## src/rtl/prog_loader.sv

```systemverilog
// prog_loader: byte-stream program loader for the 256 x 16-bit instruction/data RAM.
//
// Stream format: base address B, word count N (0 means 256), then N words with
// the high byte first. A checksum byte follows when the checksum build is enabled.
// The CPU is held in reset (cpu_rst_n = 0) until an image has been completely
// written, and start_pc then carries B as the entry address.
//
// Build option: define PROG_LOADER_CKSUM_EN to enable the trailing XOR checksum
// byte and the CKSUM/ERR path. When it is undefined, err is tied to 0.
//
// Ports:
//   clk         in   system clock, rising edge
//   rst_n       in   asynchronous active-low reset
//   in_data     in   [7:0] stream byte
//   in_valid    in   in_data valid
//   in_ready    out  loader accepts a byte (transfer = in_valid && in_ready)
//   reload      in   restart loading, honoured only in DONE or ERR
//   ram_w_en    out  RAM write strobe, one cycle per word
//   ram_addr    out  [7:0] RAM write address
//   ram_w_data  out  [15:0] RAM write data
//   start_pc    out  [7:0] CPU entry address (= B)
//   cpu_rst_n   out  active-low CPU reset, high only after a good load
//   done        out  load completed
//   err         out  checksum mismatch (checksum build only)
//
// state    | meaning
// ---------+-----------------------------------------------------------
// HDR_ADDR | waiting for base address byte B
// HDR_CNT  | waiting for word count byte N
// DATA_HI  | waiting for high byte of the next word
// DATA_LO  | waiting for low byte; accept launches the RAM write
// FINISH   | last write in flight, no bytes accepted
// CKSUM    | waiting for checksum byte (checksum build only)
// DONE     | image loaded, CPU released
// ERR      | checksum mismatch, CPU held in reset

module prog_loader (
  input  logic        clk,
  input  logic        rst_n,
  input  logic [7:0]  in_data,
  input  logic        in_valid,
  output logic        in_ready,
  input  logic        reload,
  output logic        ram_w_en,
  output logic [7:0]  ram_addr,
  output logic [15:0] ram_w_data,
  output logic [7:0]  start_pc,
  output logic        cpu_rst_n,
  output logic        done,
  output logic        err
);

  typedef enum logic [2:0] {
    S_HDR_ADDR = 3'd0,
    S_HDR_CNT  = 3'd1,
    S_DATA_HI  = 3'd2,
    S_DATA_LO  = 3'd3,
    S_FINISH   = 3'd4,
`ifdef PROG_LOADER_CKSUM_EN
    S_CKSUM    = 3'd5,
`endif
    S_DONE     = 3'd6,
    S_ERR      = 3'd7
  } state_e;

  state_e      state_q, state_d;
  logic [7:0]  addr_q, addr_d;          // next word address
  logic [8:0]  cnt_q, cnt_d;            // words remaining, 256 needs 9 bits
  logic [7:0]  hi_q, hi_d;
  logic [7:0]  start_pc_q, start_pc_d;
  logic [7:0]  ram_addr_q, ram_addr_d;
  logic [15:0] ram_w_data_q, ram_w_data_d;
  logic        ram_w_en_q, ram_w_en_d;
`ifdef PROG_LOADER_CKSUM_EN
  logic [7:0]  xor_q, xor_d;
`endif

  logic accept;

  always_comb begin
    in_ready = 1'b0;
    case (state_q)
      S_HDR_ADDR, S_HDR_CNT, S_DATA_HI, S_DATA_LO: in_ready = 1'b1;
`ifdef PROG_LOADER_CKSUM_EN
      S_CKSUM:                                     in_ready = 1'b1;
`endif
      default:                                     in_ready = 1'b0;
    endcase
  end

  assign accept = in_valid && in_ready;

  always_comb begin
    state_d      = state_q;
    addr_d       = addr_q;
    cnt_d        = cnt_q;
    hi_d         = hi_q;
    start_pc_d   = start_pc_q;
    ram_addr_d   = ram_addr_q;
    ram_w_data_d = ram_w_data_q;
    ram_w_en_d   = 1'b0;
`ifdef PROG_LOADER_CKSUM_EN
    xor_d        = xor_q;
`endif

    case (state_q)
      S_HDR_ADDR: begin
        if (accept) begin
          addr_d     = in_data;
          start_pc_d = in_data;
          state_d    = S_HDR_CNT;
        end
      end
      S_HDR_CNT: begin
        if (accept) begin
          cnt_d   = (in_data == 8'd0) ? 9'd256 : {1'b0, in_data};
`ifdef PROG_LOADER_CKSUM_EN
          xor_d   = 8'd0;
`endif
          state_d = S_DATA_HI;
        end
      end
      S_DATA_HI: begin
        if (accept) begin
          hi_d    = in_data;
`ifdef PROG_LOADER_CKSUM_EN
          xor_d   = xor_q ^ in_data;
`endif
          state_d = S_DATA_LO;
        end
      end
      S_DATA_LO: begin
        if (accept) begin
          ram_w_data_d = {hi_q, in_data};
          ram_addr_d   = addr_q;
          ram_w_en_d   = 1'b1;
          addr_d       = addr_q + 8'd1;   // wraps 0xFF -> 0x00
          cnt_d        = cnt_q - 9'd1;
`ifdef PROG_LOADER_CKSUM_EN
          xor_d        = xor_q ^ in_data;
`endif
          state_d      = (cnt_q > 9'd1) ? S_DATA_HI : S_FINISH;
        end
      end
      S_FINISH: begin
`ifdef PROG_LOADER_CKSUM_EN
        state_d = S_CKSUM;
`else
        state_d = S_DONE;
`endif
      end
`ifdef PROG_LOADER_CKSUM_EN
      S_CKSUM: begin
        if (accept) state_d = (in_data == xor_q) ? S_DONE : S_ERR;
      end
`endif
      S_DONE, S_ERR: begin
        if (reload) state_d = S_HDR_ADDR;
      end
      default: state_d = S_HDR_ADDR;
    endcase
  end

  always_ff @(posedge clk or negedge rst_n) begin
    if (!rst_n) begin
      state_q      <= S_HDR_ADDR;
      addr_q       <= 8'd0;
      cnt_q        <= 9'd0;
      hi_q         <= 8'd0;
      start_pc_q   <= 8'd0;
      ram_addr_q   <= 8'd0;
      ram_w_data_q <= 16'd0;
      ram_w_en_q   <= 1'b0;
`ifdef PROG_LOADER_CKSUM_EN
      xor_q        <= 8'd0;
`endif
    end else begin
      state_q      <= state_d;
      addr_q       <= addr_d;
      cnt_q        <= cnt_d;
      hi_q         <= hi_d;
      start_pc_q   <= start_pc_d;
      ram_addr_q   <= ram_addr_d;
      ram_w_data_q <= ram_w_data_d;
      ram_w_en_q   <= ram_w_en_d;
`ifdef PROG_LOADER_CKSUM_EN
      xor_q        <= xor_d;
`endif
    end
  end

  assign ram_w_en   = ram_w_en_q;
  assign ram_addr   = ram_addr_q;
  assign ram_w_data = ram_w_data_q;
  assign start_pc   = start_pc_q;
  // Status decoded from the registered state, so it changes exactly on the
  // entry/reload edge and is forced low by reset.
  assign done       = (state_q == S_DONE);
  assign cpu_rst_n  = (state_q == S_DONE);
`ifdef PROG_LOADER_CKSUM_EN
  assign err        = (state_q == S_ERR);
`else
  assign err        = 1'b0;
`endif

endmodule

```

## config.mk

```make
export PLATFORM = sky130hd
export DESIGN_NAME = prog_loader
export DESIGN_NICKNAME = d
export VERILOG_FILES = /design/src/rtl/prog_loader.sv
export SDC_FILE = /design/constraint.sdc
export NUM_CORES = 1
export LEC_CHECK = 0
export BUFFER_PORTS_ARGS = -buffer_cell sky130_fd_sc_hd__buf_4
export CAP_MARGIN = 0
export CELL_PAD_IN_SITES_DETAIL_PLACEMENT = 0
export CELL_PAD_IN_SITES_GLOBAL_PLACEMENT = 1
export CORE_ASPECT_RATIO = 1.1
export CORE_MARGIN = 1.5
export CORE_UTILIZATION = 36
export DETAILED_ROUTE_END_ITERATION = 8
export PLACE_DENSITY = 0.74
export SLEW_MARGIN = 20
export SYNTH_ARGS = -nofsm -noshare
export SYNTH_HDL_FRONTEND = slang
export SYNTH_SLANG_ARGS = --single-unit
```

## constraint.sdc

```tcl
create_clock -name clk -period 2.3 [get_ports clk]
set_input_delay 0.115 -clock clk [delete_from_list [all_inputs] [get_ports clk]]
set_output_delay 0.115 -clock clk [all_outputs]
set_load 0.01 [all_outputs]
```

==> metrics, run 1 <==
Syn Area/Cell=11.9 µm²; Core Area=7470 µm²; Root Buffer=clkbuf_8; first-pass detailed-route iteration total=4; post-cts gate resize count=0; CP max FO=7; clock-pin transition on the worst setup and hold timing paths=0.07 ns; min-delay src=in_data[0]; nets=301; wire length per cell=15.6 µm; Startpoint Class=flip-flop; asr flop ratio synth=100%; Setup Skew=0.00827 ns; PwrDens=1430 nW/µm²; setup repair bufs after CTS=0; initial antenna violation count=0; drt initial violations=148; Max Cap Viol=0; R2R Path End=state_q[1]$_DFFE_PN0P_; hold worst-path end=hi_q[0]$_DFFE_PN0P_; number of flops mapped to enable cells by yosys=0; die height=95.4 µm; Synth warnings=0; FP Rows=33; Non-Filler Instances=396; WS Path Type=reg2reg; cells after synthesis=234; I/O Buffers=47; Worst Path Required=2.50 ns; Die W=87.0 µm; Max Clk Rate=560 MHz; Filler cells=718; clock group share of total power=20.5%; DRC Markers=0; Diodes inserted=0; DIE AREA=8300 µm²; P&R area growth vs syn=23.6%; synth unique cells=48; fin crit share=77.6%; FF+latch count, synth=61; P_sw=1.72 mW; Flop pwr share=40.7%; Slew HR=48.7%; final-report setup violation count=0; initial core utilization=37.4%; Sw Share=34.7%; final hold violations=0; status=complete, no violations; CTS Buffer Depth=2; Worst Reg-to-Reg Cells=4; CTS buffer count=9; Skew-Pair Late Insertion Delay=0.34 ns; peak supply drop=0.666 mV; H-tree depth=3; hold depth=2; share of cells above drive strength 1=38.8%; Top Ports=49; Int Pwr=3.23 mW; final wirelength=6180 µm; Worst-Margin Slew=0.770 ns; Tmin final=1.79 ns; cts hold-fix bufs=1; clock sink count=61; worst reg2reg setup slack=0.51 ns; vias post-DR=2052; WP data arrival=1.99 ns; gr ovfl total=0; critical path launch point=cnt_q[3]$_DFFE_PN0P_; Netlist Area Pre-Place=2790 µm²; CP Capture Type=flip-flop; gr usage total=16.1%; largest net degree at the start of global routing=62; vias in the first global route=1930; dominant synthesized flop cell=dfrtp_1; via/cell ratio=5.18; fin. max-slew vios=0; dpl cells=379; post-synthesis sequential area ratio=54.7%; GPL Wtd Cong=0.751; Critical R2R Launch=cnt_q[3]$_DFFE_PN0P_; HPWL after DPL=4120 µm; Hold Crit Class=in2reg; total negative slack=0 ns; RSZ-0062 raised after global routing=false; first-pass GRT wire length=10100 µm; static leakage=1.52 nW; Combinational Power Share=38.7%; CTS tree=built; antenna-violating nets left=0; Net Count, Synth=249
per-layer routing:
| metal | share of wire (%) | GRT usage (%) | routed length (µm) |
|---|---|---|---|
| met1 | 46 | 21.8 | 2820 |
| met2 | 46 | 23.8 | 2860 |
| met3 | 6.9 | 5.37 | 429 |
| met4 | 1.1 | 6.05 | 70 |
| met5 | 0 | 0 | 0 |
synthesized netlist by cell type (all sizes together), types with 5 or more instances:
library cell,number,share of area [%]
dfrtp,61,55
mux2,37,15
o21ai,20,3.6
a21oi,17,3.5
nand2,17,2.4
buf,10,2.6
nor2,8,1.2
inv,7,0.94
nand3,6,1.1
nor3,5,1.1
worst max-delay path, cell delays in order, from the launching register on:
cell	delay (ns)
dfrtp_1	0.44
or4_4	0.52
nor3_1	0.21
nor4b_2	0.35
o21ai_0	0.14
per-stage QoR:
stage / setup slack (ns) / total power [mW] / hold slack [ns] / instance area [µm²] / util (%)
finish: 0.515 / 4.95 / 0.0632 / 3450 / 46.2
global route: 0.391 / 5.30 / 0.0585 / 3450 / 46.2
CTS: 0.508 / 4.99 / 0.0482 / 3450 / 46.2
detailed placement: 0.517 / 3.96 / 0.250 / 3230 / 43.3
global placement: 0.527 / 3.91 / 0.247 / 3230 / 43.3
floorplan: 0.713 / 3.19 / -0.181 / 2790 / -
how the worst max path moves through the flow:
stage               cells past startpoint  slack, ns                 endpoint
finish                                  4       0.51   state_q[1]$_DFFE_PN0P_
global route                            5       0.39     cnt_q[8]$_DFFE_PN0P_
detailed placement                      4       0.52   state_q[1]$_DFFE_PN0P_
floorplan                               4       0.71      hi_q[0]$_DFFE_PN0P_
global placement                        4       0.53  ram_addr[0]$_DFFE_PN0P_
CTS                                     4       0.51   state_q[1]$_DFFE_PN0P_
cells by family (layout without fill, tap and decap cells):
group	Yosys count	in the layout	share of synthesized area [%]
and+or+nand+nor	52	52	10.8
adders and majority gates	3	3	1.34
muxes	37	37	14.9
AOI/OAI and AO/OA	61	61	14.3
DFF	61	61	54.7
other	1	1	0.134
buffers and inverters	19	76	3.81
layout make-up:
type                       instances  area (µm²)  area share, %
clock buffer                      12         135           3.91
timing repair buffer              53         400           11.6
multi-input combinational        154        1160           33.6
sequential                        61        1530           44.2
tap                              105         131           3.81
inverter                           7        26.3          0.761
clock inverter                     4        72.6           2.10
power groups by stage:
stage	logic, mW	registers, mW	clock network [mW]
4_1_cts	1.94	2.01	1.04
3_5_place_dp	1.93	2.03	0
5_1_grt	2.10	2.10	1.09
6_report	1.92	2.02	1.01
2_1_floorplan	1.14	2.04	0
3_3_place_gp	1.89	2.02	0
flip-flops by register name, summed over array words and instances, names as in the netlist:
register	count
addr_q	8
start_pc	8
ram_w_data	16
hi_q	8
cnt_q	9
state_q	3
ram_w_en	1
ram_addr	8
layout by cell type (no fill, tap or decap), types with 2 or more instances in the layout:
| cell type | instances |
|---|---|
| a21oi_1 | 14 |
| a21oi_2 | 3 |
| a22o_1 | 2 |
| a22oi_1 | 2 |
| a2bb2oi_1 | 2 |
| a31oi_1 | 2 |
| and3b_1 | 2 |
| buf_4 | 52 |
| bufinv_16 | 2 |
| clkbuf_1 | 3 |
| clkbuf_8 | 9 |
| dfrtp_1 | 61 |
| ha_1 | 3 |
| inv_1 | 7 |
| mux2_2 | 37 |
| nand2_1 | 16 |
| nand2b_1 | 2 |
| nand3_1 | 6 |
| nand3b_1 | 2 |
| nor2_1 | 7 |
| nor3_1 | 4 |
| o21ai_0 | 19 |
| o22a_1 | 2 |
| o22ai_1 | 3 |
| o32ai_1 | 2 |
| or3_1 | 2 |
Note: power is estimated with default switching activity, not from simulation.
==> inputs of run 2 (changes only) <==
--- a/config.mk
+++ b/config.mk
@@ -13,7 +13,7 @@
 export CORE_MARGIN = 1.5
 export CORE_UTILIZATION = 36
 export DETAILED_ROUTE_END_ITERATION = 8
-export PLACE_DENSITY = 0.74
+export PLACE_DENSITY = 0.76
 export SLEW_MARGIN = 20
 export SYNTH_ARGS = -nofsm -noshare
 export SYNTH_HDL_FRONTEND = slang
==> constraint.sdc (replaced) <==
create_clock -name clk -period 1.6 [get_ports clk]
set_input_delay 0.08 -clock clk [delete_from_list [all_inputs] [get_ports clk]]
set_output_delay 0.08 -clock clk [all_outputs]
set_load 0.01 [all_outputs]
==> run 2 against run 1 <==
  * Clock power is 52% higher
  * Fmax is 15% higher
  * Critical path depth is 1 higher
  * Sequential share of layout area is 2.5 points lower
  * Flip-flop and latch count stayed put
  * Worst hold slack worse by 0.048 ns
  * Highest routed layer unchanged
==> metrics, run 2 (synthesis gave the netlist of run 1 again) <==
status=complete, no violations; Hold Crit Class=in2reg; final wirelength=6480 µm (+4.9%); Top Ports=49 (unchanged); HPWL after DPL=4410 µm (+6.9%); gr ovfl total=0 (unchanged); vias in the first global route=2063 (+6.9%); drt initial violations=182 (+23%); clock-pin transition on the worst setup and hold timing paths=0.07 ns (about the same); gr usage total=16.9% (+0.80 points); commonest cells after routing, fill and taps aside=buf_4, dfrtp_1, mux2_2, nand2_1, o21ai_0; clock group share of total power=20.4% (about the same); largest net degree at the start of global routing=36 (-42%); CTS Buffer Depth=2 (unchanged); initial core utilization=37.4% (unchanged); antenna-violating nets left=0 (unchanged); Worst Path Required=1.83 ns (-0.67 ns); wire length per cell=15.7 µm (+0.31%); Setup Skew=0.00710 ns (-0.00117 ns); I/O Buffers=47 (unchanged); first-pass detailed-route iteration total=5 (+1); vias post-DR=2105 (+2.6%); RSZ-0062 raised after global routing=true; Flop pwr share=37.5% (-3.2 points); Core Area=7470 µm² (unchanged); CP max FO=3 (-4); Diodes inserted=0 (unchanged); Max Clk Rate=645 MHz (+15%); most common cell after layout, fill and taps aside=buf_4; DRC Markers=0 (unchanged); CP Capture Type=flip-flop; die height=95.4 µm (unchanged); Tmin final=1.55 ns (-0.235 ns); FP Rows=33 (unchanged); Final Power=7.54 mW (+52%); Skew-Pair Late Insertion Delay=0.34 ns (about the same); total negative slack=0 ns (unchanged); P_sw=2.65 mW (+54%); WP data arrival=1.78 ns (-0.21 ns); first-pass GRT wire length=10500 µm (+4.4%); final-report setup violation count=0 (unchanged); PwrDens=2060 nW/µm² (+44%); nets=319 (+6.0%); CTS buffer count=9 (unchanged); initial antenna violation count=0 (unchanged); static leakage=1.63 nW (+7.3%); via/cell ratio=5.08 (-1.9%); fin. max-slew vios=0 (unchanged); WS Path Type=reg2reg; Int Pwr=4.89 mW (+51%); peak supply drop=1.02 mV (+53%); Combinational Power Share=42.1% (+3.4 points); share of cells above drive strength 1=45.3% (+6.5 points); clock sink count=61 (unchanged); Root Buffer=clkbuf_8; Die W=87.0 µm (unchanged); H-tree depth=3 (unchanged); final hold violations=0 (unchanged); Max Cap Viol=0 (unchanged); DIE AREA=8300 µm² (unchanged); CTS tree=built; max reg flops=16 (unchanged); Startpoint Class=flip-flop; Sw Share=35.2% (+0.45 points); Filler cells=704 (-1.9%); Hold Worst Slack=0.0156 ns (-0.0476 ns); GPL Wtd Cong=0.825 (+9.9%); fin crit share=96.9% (+19 points); P&R area growth vs syn=31.3%
[run 2: cell count changes in the layout (fill, tap and decap cells not counted), sizes merged]
| cell | change |
|---|---|
| clkinv | +2 |
| buf | +18 |
| clkbuf | -3 |
| inv | +1 |
[run 2: power by group through the flow]
| stage | registers, mW | logic [mW] | clock network (mW) |
|---|---|---|---|
| 3_3_place_gp | 2.81 | 3.04 | 0 |
| 3_5_place_dp | 2.83 | 3.11 | 0 |
| 5_1_grt | 2.94 | 3.46 | 1.64 |
| 6_report | 2.83 | 3.18 | 1.54 |
| 4_1_cts | 2.82 | 3.13 | 1.57 |
| 2_1_floorplan | 2.94 | 1.64 | 0 |
[run 2: worst paths after layout]
check / from / end / slack [ns] / cells past startpoint
worst max-delay path: cnt_q[5]$_DFFE_PN0P_ / cnt_q[8]$_DFFE_PN0P_ / 0.05 / 5
worst min register to register: ram_addr[2]$_DFFE_PN0P_ / ram_addr[2]$_DFFE_PN0P_ / 0.49 / 2
max in group asynchronous: rst_n / cnt_q[0]$_DFFE_PN0P_ / 0.89 / 3
worst max register to register: cnt_q[5]$_DFFE_PN0P_ / cnt_q[8]$_DFFE_PN0P_ / 0.05 / 5
min in group asynchronous: rst_n / cnt_q[2]$_DFFE_PN0P_ / 0.20 / 2
worst min-delay path: in_data[0] / hi_q[0]$_DFFE_PN0P_ / 0.02 / 2
[run 2: timing repair]
| item | CTS | global route |
|---|---|---|
| setup buffers | 0 | 2 |
| setup endpoints to repair | 2 | 19 |
| hold buffers | 1 | 0 |
| resized for setup | 2 | 10 |
| hold endpoints to repair | 26 | 0 |
[run 2: area by class of cell]
type / count / area [µm²] / area share (%)
clock inverters: 7 / 98.8 / 2.70
repair buffers: 71 / 564 / 15.4
well taps: 105 / 131 / 3.58
inverters: 7 / 26.3 / 0.716
multi-input cells: 154 / 1190 / 32.5
clock buffers: 9 / 124 / 3.38
flip-flops and latches: 61 / 1530 / 41.7
[run 2: metal layers]
layer  up-vias  track usage [%]  share of wire [%]
met5         -                0                  0
met4         0             6.59                1.6
met3        10             4.85                5.7
met2        71             25.8                 47
met1      1025             22.6                 46
li1        999                -                  -
[run 2: worst max-delay path, cell delays in order (launching register included)]
cell and delay (ns):
dfrtp_1 0.38, or4_4 0.56, buf_4 0.16, nor3_1 0.16, o21ai_1 0.07, o2bb2ai_1 0.12
[run 2: metrics by stage]
stage	utilization, %	std cells	setup WS, ns	instance area, µm²
finish	49.1	414	0.0502	3670
global route	49.1	414	-0.0212	3670
CTS	48.5	412	0.0334	3630
detailed placement	45.2	395	-0.0431	3380
global placement	45.2	395	-0.00570	3380
floorplan	-	234	0.0127	2790
